[src/rtl/instr_encoder.sv]
// RV32I encoder for R/load/store/branch requests with a registered output stage and word-address
// counter. Define ENC_RANGE_CHECK_EN to reject out-of-range load/store and misaligned branch immediates.
module instr_encoder #(
    parameter int unsigned ADDR_W    = 8,
    parameter int unsigned BASE_ADDR = 0
) (
    input  logic              clk_i,
    input  logic              rst_ni,
    input  logic              req_valid_i,
    output logic              req_ready_o,
    input  logic [1:0]        req_op_i,
    input  logic [4:0]        req_rd_i,
    input  logic [4:0]        req_rs1_i,
    input  logic [4:0]        req_rs2_i,
    input  logic [2:0]        req_funct3_i,
    input  logic [6:0]        req_funct7_i,
    input  logic [12:0]       req_imm_i,
    output logic              out_valid_o,
    input  logic              out_ready_i,
    output logic [31:0]       out_instr_o,
    output logic [ADDR_W-1:0] out_addr_o,
    output logic              err_o,
    output logic              wrapped_o
);

    typedef enum logic [1:0] {OpR, OpLoad, OpStore, OpBranch} op_e;

    localparam logic [ADDR_W-1:0] BaseAddr = ADDR_W'(BASE_ADDR);
    localparam logic [ADDR_W-1:0] AddrMax  = '1;

    localparam logic [6:0] OpcR      = 7'b0110011;
    localparam logic [6:0] OpcLoad   = 7'b0000011;
    localparam logic [6:0] OpcStore  = 7'b0100011;
    localparam logic [6:0] OpcBranch = 7'b1100011;

    logic [ADDR_W-1:0] cnt_q, cnt_d;
    logic [ADDR_W-1:0] out_addr_q, out_addr_d;
    logic [31:0]       out_instr_q, out_instr_d;
    logic              out_valid_q, out_valid_d;
    logic              err_q, err_d;
    logic              wrapped_q, wrapped_d;

    op_e         op;
    logic [31:0] enc;
    logic        reject;
    logic        accept;
    logic        fire_out;

    assign op          = op_e'(req_op_i);
    assign req_ready_o = !out_valid_q || out_ready_i;
    assign accept      = req_valid_i && req_ready_o;
    assign fire_out    = out_valid_q && out_ready_i;

    always_comb begin
        enc = '0;
        unique case (op)
            OpR: enc = {req_funct7_i, req_rs2_i, req_rs1_i, req_funct3_i, req_rd_i, OpcR};
            OpLoad: enc = {req_imm_i[11:0], req_rs1_i, req_funct3_i, req_rd_i, OpcLoad};
            OpStore: enc = {req_imm_i[11:5], req_rs2_i, req_rs1_i, req_funct3_i,
                            req_imm_i[4:0], OpcStore};
            OpBranch: enc = {req_imm_i[12], req_imm_i[10:5], req_rs2_i, req_rs1_i, req_funct3_i,
                             req_imm_i[4:1], req_imm_i[11], OpcBranch};
            default: enc = '0;
        endcase
    end

`ifdef ENC_RANGE_CHECK_EN
    always_comb begin
        reject = 1'b0;
        unique case (op)
            OpLoad, OpStore: reject = req_imm_i[12] != req_imm_i[11];
            OpBranch:        reject = req_imm_i[0];
            default:         reject = 1'b0;
        endcase
    end
`else
    assign reject = 1'b0;
`endif

    always_comb begin
        cnt_d       = fire_out ? cnt_q + ADDR_W'(1) : cnt_q;
        wrapped_d   = wrapped_q || (fire_out && cnt_q == AddrMax);
        err_d       = err_q || (accept && reject);
        out_valid_d = out_valid_q && !out_ready_i;
        out_instr_d = out_instr_q;
        out_addr_d  = out_addr_q;
        // The new word takes the post-handshake counter value, so a reload
        // in the same cycle as a drain lands at previous address + 1.
        if (accept && !reject) begin
            out_valid_d = 1'b1;
            out_instr_d = enc;
            out_addr_d  = cnt_d;
        end
    end

    always_ff @(posedge clk_i) begin
        if (!rst_ni) begin
            cnt_q       <= BaseAddr;
            out_addr_q  <= BaseAddr;
            out_instr_q <= '0;
            out_valid_q <= 1'b0;
            err_q       <= 1'b0;
            wrapped_q   <= 1'b0;
        end else begin
            cnt_q       <= cnt_d;
            out_addr_q  <= out_addr_d;
            out_instr_q <= out_instr_d;
            out_valid_q <= out_valid_d;
            err_q       <= err_d;
            wrapped_q   <= wrapped_d;
        end
    end

    assign out_valid_o = out_valid_q;
    assign out_instr_o = out_instr_q;
    assign out_addr_o  = out_addr_q;
    assign err_o       = err_q;
    assign wrapped_o   = wrapped_q;

endmodule

[config.mk]
export PLATFORM = sky130hd
export DESIGN_NAME = instr_encoder
export DESIGN_NICKNAME = d
export VERILOG_FILES = /design/src/rtl/instr_encoder.sv
export SDC_FILE = /design/constraint.sdc
export NUM_CORES = 1
export LEC_CHECK = 0
export ABC_AREA = 1
export CAP_MARGIN = 0
export CORE_ASPECT_RATIO = 1.25
export CORE_MARGIN = 2
export CORE_UTILIZATION = 44
export DETAILED_ROUTE_END_ITERATION = 10
export PLACE_DENSITY = 0.84
export REMOVE_ABC_BUFFERS = 1
export SYNTH_ARGS = -nofsm -noshare
export SYNTH_HDL_FRONTEND = slang
export SYNTH_SLANG_ARGS = --single-unit
export TNS_END_PERCENT = 20
[constraint.sdc]
create_clock -name clk_i -period 3.4 [get_ports clk_i]
set_input_delay 0.85 -clock clk_i [delete_from_list [all_inputs] [get_ports clk_i]]
set_output_delay 0.85 -clock clk_i [all_outputs]
set_load 0.03 [all_outputs]
==> metrics.txt <==
Max clock buf depth 2; fraction of synthesized cell area taken by the top area cell type 48.7%; nets 384; drt pass-1 iters 4; period utilization 88.9%; outcome completed; Cell variety after synth 23; leakage power 1.17 nW; worst-path maximum fanout 3; Row Count 26; worst hold path type reg -> reg; DPL Wire Length 3660 um; DRC viols 0; total grt overflow 0; register area share after synthesis 48.7%; Max Freq 0.331 GHz; core box area 4160 um2; io pins 88; TritonCTS clock tree done; RSZ-0062 raised after global routing false; cell area after synthesis 1930 um2; Arrival @ worst endpoint 2.17 ns; Layout area overhead 49.8%; Worst Setup Path Type in -> out; CTS H-tree lvls 2; Via Count 1974; maximum vdd drop 0.000250 V; clock slew at reported path FFs 0.09 ns; CP Capture Type output port; fraction of layout cells with a size suffix above 1 4.42%; Port Buffers 84; CTS Hold Bufs 0; CTS Buf Count 5; P per Cell Area 446 nW/um2; chip height 78.1 um; DR vias/cell 5.00; CTS sink cnt 47; post-synth top area cell dfxtp_1; antenna violations before repair 0; Clock Skew 0.0112 ns; post-CTS setup buffer count 0; startpoint types input port; Placer Congestion 0.796; setup_tns 0 ns; Synth area leaders dfxtp_1 (49%), a21oi_1 (9.3%), o21ai_0 (9.1%), nand2_1 (8.4%), nor2_1 (6.6%); #FFs+latches synth 47; Die Wd 63.3 um; wire length per cell 12.6 um; PostCTS Resize Cnt 0; Tmin final 3.02 ns; first-pass GRT wire length 8470 um; final antenna-violating net count 0; Routed Wire Length 4990 um; Root Buffer clkbuf_8; die area 4940 um2; Ys Warns 0; final setup vio count 0; final slew viol count 0; clock latency on the worst-skew pair 0.30 ns; critical path required time 2.55 ns; relative slew slack 59.2%; # diodes 0; initial core utilization 46.4%; pin count of the biggest net entering global routing 25; number of global-route vias before repair 1971; Hold Vio Cnt, Final 0; GRT Total Usage 21.6%; Syn Area/Cell 7.46 um2; Least-Margin Pin Slew 0.611 ns; Pwr Total 1.29 mW; MaxCap Viol Count 0; Syn Inst Count 259; number of DRC markers in iteration 0 86
cells in the final DEF (no fill, tap or decap):
cell type	count
inv_1	19
nand4_1	2
a21oi_4	1
nor2_2	1
nand2_1	43
xor2_1	1
nor2_4	1
dfxtp_1	47
a21oi_1	36
buf_4	3
bufinv_16	1
nand3b_1	1
nor2_1	34
nand3_1	11
clkbuf_8	5
a31oi_1	4
mux2i_1	1
conb_1	3
nor3_1	1
xnor2_1	1
ha_1	1
clkinvlp_4	1
inv_2	2
clkdlybuf4s50_1	84
o21ai_0	35
metal layers:
layer / vias up / GRT usage, % / wire length (um)
met4: 0 / 9.13 / 114
met3: 14 / 10.2 / 500
li1: 998 / - / -
met2: 72 / 37.9 / 2480
met5: - / 0 / 0
met1: 890 / 22.0 / 1900
worst max-delay path, cell delays in order:
cell and delay, ns:
clkdlybuf4s50_1 0.51, inv_2 0.06, nand2_1 0.07, clkdlybuf4s50_1 0.67
where the power goes:
| part | total [mW] | leakage [nW] | switching (mW) | internal, mW |
|---|---|---|---|---|
| clock | 0.397 | 0.0502 | 0.182 | 0.215 |
| sequential | 0.605 | 0.388 | 0.0193 | 0.586 |
| combinational | 0.289 | 0.728 | 0.159 | 0.130 |
worst paths after layout:
check	from	endpoint	slack, ns	cells past startpoint
min	wrapped_o$_SDFF_PN0_	wrapped_o$_SDFF_PN0_	0.45	2
max	out_ready_i	req_ready_o	0.38	4
min reg2reg	wrapped_o$_SDFF_PN0_	wrapped_o$_SDFF_PN0_	0.45	2
max reg2reg	out_valid_o$_SDFF_PN0_	out_instr_o[24]$_SDFFE_PN0P_	1.75	4
registers in the layout, summed over array words and instances (netlist names):
signal       flops
out_instr_o     29
out_addr_o       8
cnt_q            8
out_valid_o      1
wrapped_o        1
stage by stage:
| step | util, % | area (um2) | setup slack, ns | std cells | hold slack, ns |
|---|---|---|---|---|---|
| floorplan | - | 1850 | 1.11 | 245 | 0.474 |
| global placement | 66.9 | 2790 | 0.395 | 388 | 0.440 |
| detailed placement | 66.9 | 2790 | 0.370 | 388 | 0.440 |
| CTS | 69.5 | 2890 | 0.370 | 395 | 0.454 |
| global route | 69.5 | 2890 | 0.324 | 395 | 0.491 |
| finish | 69.5 | 2890 | 0.378 | 395 | 0.451 |
synthesized netlist by cell type (all sizes together):
cell type,n
a21oi,37
a31oi,4
buf,12
clkbuf,4
conb,1
dfxtp,47
ha,1
inv,21
mux2i,1
nand2,43
nand3,11
nand3b,1
nand4,2
nor2,36
nor3,1
o21ai,35
xnor2,1
xor2,1
kinds of logic after synthesis:
kind of cell,synth area share [%]
simple gates,20.0
xor+xnor,0.907
buf+inv,8.48
fa+ha+maj,0.648
flops,48.7
mux,0.518
other cells,0.194
compound gates,20.5
final cells by class:
type,instances,area [um2]
inverters,21,78.8
clock inverters,2,37.5
well taps,56,70.1
flip-flops and latches,47,941
multi-input cells,177,835
repair buffers,87,863
fillers,358,1270
clock buffers,5,68.8
Note: power is estimated with default switching activity, not from simulation.
